### src/rtl/serial_chunk_adder.sv
// Multi-cycle adder that sums two WIDTH-bit operands CHUNK bits per clock, LSB slice first.
// Define SERIAL_CHUNK_ADDER_SUB_EN to add the sub port and a - b support.
module serial_chunk_adder #(
  parameter int WIDTH = 8,
  parameter int CHUNK = 4
) (
  input  logic             clk,
  input  logic             rst,
  input  logic             start,
  input  logic [WIDTH-1:0] a,
  input  logic [WIDTH-1:0] b,
`ifdef SERIAL_CHUNK_ADDER_SUB_EN
  input  logic             sub,
`endif
  output logic             busy,
  output logic             done,
  output logic [WIDTH-1:0] s,
  output logic             co
);

  localparam int N     = WIDTH / CHUNK;
  localparam int IDX_W = (N > 1) ? $clog2(N) : 1;

  generate
    if (CHUNK < 1 || (WIDTH % CHUNK) != 0) begin : g_bad_params
      $error("serial_chunk_adder: WIDTH must be a positive multiple of CHUNK");
    end
  endgenerate

  typedef enum logic [1:0] {
    IDLE = 2'd0,
    BUSY = 2'd1,
    DONE = 2'd2
  } state_t;

  state_t state_q, state_d;

  logic [WIDTH-1:0] a_q, b_q, acc_q;
  logic [IDX_W-1:0] idx_q;
  logic             carry_q;
  logic             sub_eff;
  logic             load, step, last_slice;
  logic [CHUNK:0]   slice_sum;
  logic [WIDTH-1:0] acc_next;

`ifdef SERIAL_CHUNK_ADDER_SUB_EN
  assign sub_eff = sub;
`else
  assign sub_eff = 1'b0;
`endif

  // NOTE: sequential state uses non-blocking assignments so every register samples pre-edge values.
  always_ff @(posedge clk) begin
    if (rst) state_q <= IDLE;
    else     state_q <= state_d;
  end

  // NOTE: every output of this block gets a default first, so no path can infer a latch.
  always_comb begin
    state_d = state_q;
    load    = 1'b0;
    step    = 1'b0;
    busy    = 1'b0;
    done    = 1'b0;
    unique case (state_q)
      IDLE: begin
        if (start) begin
          load    = 1'b1;
          state_d = BUSY;
        end
      end
      BUSY: begin
        busy = 1'b1;
        step = 1'b1;
        if (last_slice) state_d = DONE;
      end
      DONE: begin
        done    = 1'b1;
        state_d = IDLE;
      end
      default: state_d = IDLE;
    endcase
  end

  // Operands shift right as slices are consumed, so the active slice is always the low CHUNK bits.
  assign last_slice = (idx_q == IDX_W'(N - 1));
  assign slice_sum  = {1'b0, a_q[CHUNK-1:0]} + {1'b0, b_q[CHUNK-1:0]} + (CHUNK+1)'(carry_q);
  assign acc_next   = (acc_q >> CHUNK) | (WIDTH'(slice_sum[CHUNK-1:0]) << (WIDTH - CHUNK));

  // NOTE: the partial-sum and operand registers are plain flops, not memories, so they are all reset.
  always_ff @(posedge clk) begin
    if (rst) begin
      a_q     <= '0;
      b_q     <= '0;
      acc_q   <= '0;
      idx_q   <= '0;
      carry_q <= 1'b0;
      s       <= '0;
      co      <= 1'b0;
    end else if (load) begin
      a_q     <= a;
      b_q     <= sub_eff ? ~b : b;
      acc_q   <= '0;
      idx_q   <= '0;
      carry_q <= sub_eff;
    end else if (step) begin
      a_q     <= a_q >> CHUNK;
      b_q     <= b_q >> CHUNK;
      acc_q   <= acc_next;
      idx_q   <= idx_q + 1'b1;
      carry_q <= slice_sum[CHUNK];
      // Results are published only on the final slice so s never shows a partial sum.
      if (last_slice) begin
        s  <= acc_next;
        co <= slice_sum[CHUNK];
      end
    end
  end

endmodule

### config.mk
export PLATFORM = sky130hd
export DESIGN_NAME = serial_chunk_adder
export DESIGN_NICKNAME = d
export VERILOG_FILES = /design/src/rtl/serial_chunk_adder.sv
export SDC_FILE = /design/constraint.sdc
export NUM_CORES = 1
export LEC_CHECK = 0
export ABC_AREA = 1
export ABC_CLOCK_PERIOD_IN_PS = 2700
export CAP_MARGIN = 10
export CORE_ASPECT_RATIO = 0.9
export CORE_MARGIN = 1
export CORE_UTILIZATION = 30
export CTS_BUF_LIST = sky130_fd_sc_hd__clkbuf_16
export DETAILED_ROUTE_END_ITERATION = 7
export GPL_ROUTABILITY_DRIVEN = 0
export PLACE_DENSITY = 0.56
export SLEW_MARGIN = 20
export SYNTH_ARGS = -nofsm -noshare
export SYNTH_HDL_FRONTEND = slang
export SYNTH_SLANG_ARGS = --single-unit
### constraint.sdc
create_clock -name clk -period 2.7 [get_ports clk]
set_input_delay 0.54 -clock clk [delete_from_list [all_inputs] [get_ports clk]]
set_output_delay 0.54 -clock clk [all_outputs]
set_load 0.01 [all_outputs]
; ---- After elaboration in Yosys (flattened, before gate mapping)
; Cells that the tools add are included.
[word_totals]
reg_bits = 37
input_bits = 19
out_inout_bits = 11
wordCells = 33
[classes]
addsub = 3
n_eq_ne = 4
muxes = 11
n_bitwise = 2
reduce_logical = 5
[ops]
columns = operator, n
row1 = $mux W8, 4
row2 = $or A4 B8 Y8, 1
row3 = $add A4 B4 Y5, 1
row4 = $add A5 B1 Y5, 1
row5 = $mux W1, 4
row6 = $mux W2, 2
row7 = $ne A2 B2 Y1 const B, 2
row8 = $pmux W2 S2, 1
row9 = $reduce_and A3 Y1, 1
row10 = $eq A2 B1 Y1 const B, 1
row11 = $eq A2 B2 Y1 const B, 1
row12 = $logic_not A2 Y1, 1
row13 = $reduce_and A2 Y1, 1
row14 = $reduce_bool A2 Y1, 1
row15 = $reduce_or A2 Y1, 1
row16 = $add A1 B1 Y1 const B, 1
row17 = $not A1 Y1, 1

; ---- Logic depth before layout (Yosys ltp)
[logic_depth]
depth_word = 4
ltp_mapped = 9
depth_no_buf = 9

; ---- Worst setup path before layout
; Ideal clock, no wire load.
[synth_timing]
path_kind = register -> register
startpoint = register a_q[0]
endpoint = register acc_q[6]
setup_ps = 70
arrival_ps = 1537
t_required_ps = 2630
path_slack_ps = 1094
stages_incl_launch_ff = 7
path_buffers = 0
period_less_slack_ps = 1606
cell_sequence = dfxtp_1 inv_1 fa_1 fa_1 xnor2_1 nand2_1 a21oi_1
[synth_between]
elab_chain_cells = 3
[synth_rtl]
columns = item, line_no
row1 = "start, declared", 38  ; logic [WIDTH-1:0] a_q, b_q, acc_q;
row2 = "start signal, assigned", 107  ; a_q <= a_q >> CHUNK;
row3 = $add A4 B4 Y5, 87  ; assign slice_sum = {1'b0, a_q[CHUNK-1:0]} + {1'b0, b_q[CHUNK-1:0]} + (CHUNK+1)'(carry_q);
row4 = $add A5 B1 Y5, 87
row5 = $or A4 B8 Y8, 88  ; assign acc_next = (acc_q >> CHUNK) | (WIDTH'(slice_sum[CHUNK-1:0]) << (WIDTH - CHUNK));
row6 = "end signal, assigned", 109  ; acc_q <= acc_next;
row7 = "end, declared", 38
; No other way between the ends.
; A chain may end at the register's enable or synchronous reset.

; ---- Worst setup path after layout
[layout_timing]
startpoint = register state_q[0]
endpoint = output busy
[layout_between]
elab_chain_cells = 2
[layout_rtl]
columns = item, line_no
row1 = "start, declared", 36  ; state_t state_q, state_d;
row2 = "start signal, assigned", 55  ; else state_q <= state_d;
row3 = $eq A2 B1 Y1, 65  ; unique case (state_q)
row4 = $mux W1, 65
row5 = "end, declared", 15  ; output logic busy,
; No other way between the ends.

==> results.json <==
{
  "status": "finished, final reports clean",
  "worst_path_max_delay_cell": "clkdlybuf4s50_1",
  "synth-simple-area-share": 0.271,
  "numCtsBuffers": 5,
  "skew_ns": 0.00390,
  "area_growth_pct": 36.4,
  "endpoint_kind": "primary output",
  "coreArea_um2": 4520,
  "ctsResizeCount": 0,
  "powerDensity_nw_per_um2": 713,
  "synthCells": 196,
  "slowest_delay_ns": 0.57,
  "die_area_um2": 5060,
  "setup_viol": 0,
  "slew_headroom": 0.710,
  "grt_first_pass_wirelength_um": 4820,
  "rsz0062_at_grt": "no",
  "synth_area_um2": 1440,
  "die_h_um": 67.6,
  "antenna_found_initial": 0,
  "clock-sinks": 33,
  "vias": 1241,
  "arrival_ns": 1.60,
  "antenna_cells": 0,
  "cp.required_ns": 2.16,
  "synth_fa_ha_area_frac": 0.0541,
  "track_usage": 0.131,
  "crit_type": "flop to primary output",
  "fin_crit_sh": 0.792,
  "die_w_um": 74.9,
  "hold_path_class": "flop to flop",
  "dpl.hpwl_um": 1980,
  "clk_path_buf_depth": 2,
  "yosysTopAreaCell": "dfxtp_1",
  "timing.final.crit_period_ns": 2.14,
  "max_slew.worst_pin.slew_ns": 0.435,
  "min_from": "b_q[7]",
  "drc": 0,
  "synth_nets": 220,
  "grt_max_degree": 19,
  "cts_tree": "yes",
  "r2r-end": "acc_q[6]",
  "leakage_nw": 0.845,
  "hold_depth": 2,
  "path_buf_inv": 2,
  "post-route-util": 0.433,
  "cts_setup_buffers": 0,
  "detail_route.first_pass.iterations": 4,
  "ir_drop_mv": 0.384,
  "initial_core_util": 0.318,
  "wl_per_cell_um": 9.55,
  "holdPathEnd": "b_q[7]",
  "filler_cell_count": 482,
  "ys_seq_elements": 33,
  "max_freq_ghz": 0.468,
  "cap_violations": 0,
  "start_kind": "flop",
  "first_global_vias": 1162,
  "clk_latency_ns": 0.28,
  "drtIter0Drc": 89,
  "cts.htree.levels": 2,
  "synth.area.top_cells": "dfxtp_1 (46%), nand2_1 (15%), nor2_1 (6.8%)",
  "reg2reg_depth": 6,
  "vias_per_cell": 4.28,
  "synth_compound_area_frac": 0.115,
  "cpLargestDelayFamily": "buffers and inverters",
  "syn_avg_cell_area_um2": 7.32,
  "synth_cell_types": 23,
  "ant_nets": 0,
  "port_buffers": 29,
  "synth.area.mux_share": 0,
  "r2r_setup_slack_ns": 0.97,
  "synth_xor_area_frac": 0.00610,
  "core.rowCount": 23,
  "worstPathCellList": "nand2_4 > clkinv_2 > clkdlybuf4s50_1",
  "nNetsFinal": 251,
  "hold_viol_final": 0,
  "cts_root_buf": "clkbuf_16",
  "synth_top_area_frac": 0.460,
  "final.setup.tns_ns": 0,
  "drv_slew": 0,
  "yosysSeqAreaShare": 0.460,
  "boundaryPins": 30,
  "worstReg2RegStart": "a_q[0]",
  "clk_pin_slew_worst_paths_ns": 0.05,
  "hold_buffers": 0,
  "synth_top_family_by_area": "simple AND/OR/NAND/NOR gates",
  "drive_gt1_frac": 0.0789,
  "cp_max_fo": 15,
  "wirelength_um": 2770,
  "yosys_warnings": 0,
  "grt-ovfl-total": 0
}
==> flip-flops by register name (all words and copies together), names as in the netlist <==
signal   count
carry_q      1
state_q      2
a_q          8
co           1
b_q          8
acc_q        4
idx_q        1
s            8
==> power by group <==
group | internal [W] | switching, W
Combinational | 0.0000665 | 0.0000805
Sequential | 0.000512 | 0.0000125
Clock | 0.000526 | 0.000200
==> through the flow <==
step	instance area, µm²	hold WS [ns]	cells	power [W]	setup slack, ns
final	1960	0.458	290	0.00140	0.562
after global routing	1960	0.479	290	0.00147	0.479
after CTS	1960	0.460	290	0.00142	0.554
after detailed placement	1770	0.452	282	0.000683	0.772
after global placement	1770	0.448	282	0.000683	0.768
after floorplan	1440	0.439	196	0.000630	1.09
==> layer usage <==
metal / GRT usage / part of all wire / vias up
li1: - / - / 670
met1: 0.143 / 0.48 / 543
met2: 0.218 / 0.45 / 23
met3: 0.0537 / 0.049 / 5
met4: 0.0637 / 0.014 / 0
met5: 0 / 0 / -
==> worst max-delay path by stage <==
| stage | slack [ns] | endpoint | cells past startpoint | start |
|---|---|---|---|---|
| after floorplan | 1.09 | acc_q[6] | 6 | a_q[0] |
| after global placement | 0.77 | acc_q[7] | 8 | start |
| after detailed placement | 0.77 | acc_q[7] | 8 | start |
| after CTS | 0.55 | busy | 3 | state_q[0] |
| after global routing | 0.48 | busy | 3 | state_q[0] |
| final | 0.56 | busy | 3 | state_q[0] |
==> worst register-to-register path, stage by stage, from the launching register on <==
cell,delay (ns)
dfxtp_1,0.30
inv_1,0.06
fa_1,0.47
fa_1,0.42
xnor2_1,0.24
nand2_1,0.07
a21oi_1,0.11
==> cells in the mapped netlist, drive strengths merged <==
cell type  number
nand2          61
dfxtp          33
clkbuf          1
a21oi          19
inv            22
o21ai          11
fa              2
buf             5
o21a            2
nor2           28
xnor2           1
nand3           6
clkinv          2
ha              3
==> cell families after synthesis <==
kind of cell	after synthesis
AND/OR/NAND/NOR	95
flip-flops	33
AO/OA/AOI/OAI	32
buffers and inverters	30
XOR/XNOR	1
adder cells (fa/ha/maj)	5
==> cells in the final DEF (no fill, tap or decap), drive strengths merged <==
cell type      Yosys  final
nand2             61     61
clkbuf             1      5
o21ai             11     11
clkinv             2      3
dfxtp             33     33
xnor2              1      1
fa                 2      2
nand3              6      6
bufinv             0      2
inv               22     22
clkdlybuf4s50      0     29
nor2              28     28
ha                 3      3
o21a               2      2
a21oi             19     19
buf                5      1
==> area by class of cell <==
type | instances | area [µm²] | share of cell area
clock inverter | 3 | 65.1 | 0.0332
multi-input combinational | 133 | 641 | 0.327
sequential | 33 | 661 | 0.337
inverter | 24 | 91.3 | 0.0466
timing repair buffer | 30 | 298 | 0.152
clock buffer | 5 | 125 | 0.0639
tap | 62 | 77.6 | 0.0396
Power figures use the tool's default switching activity.
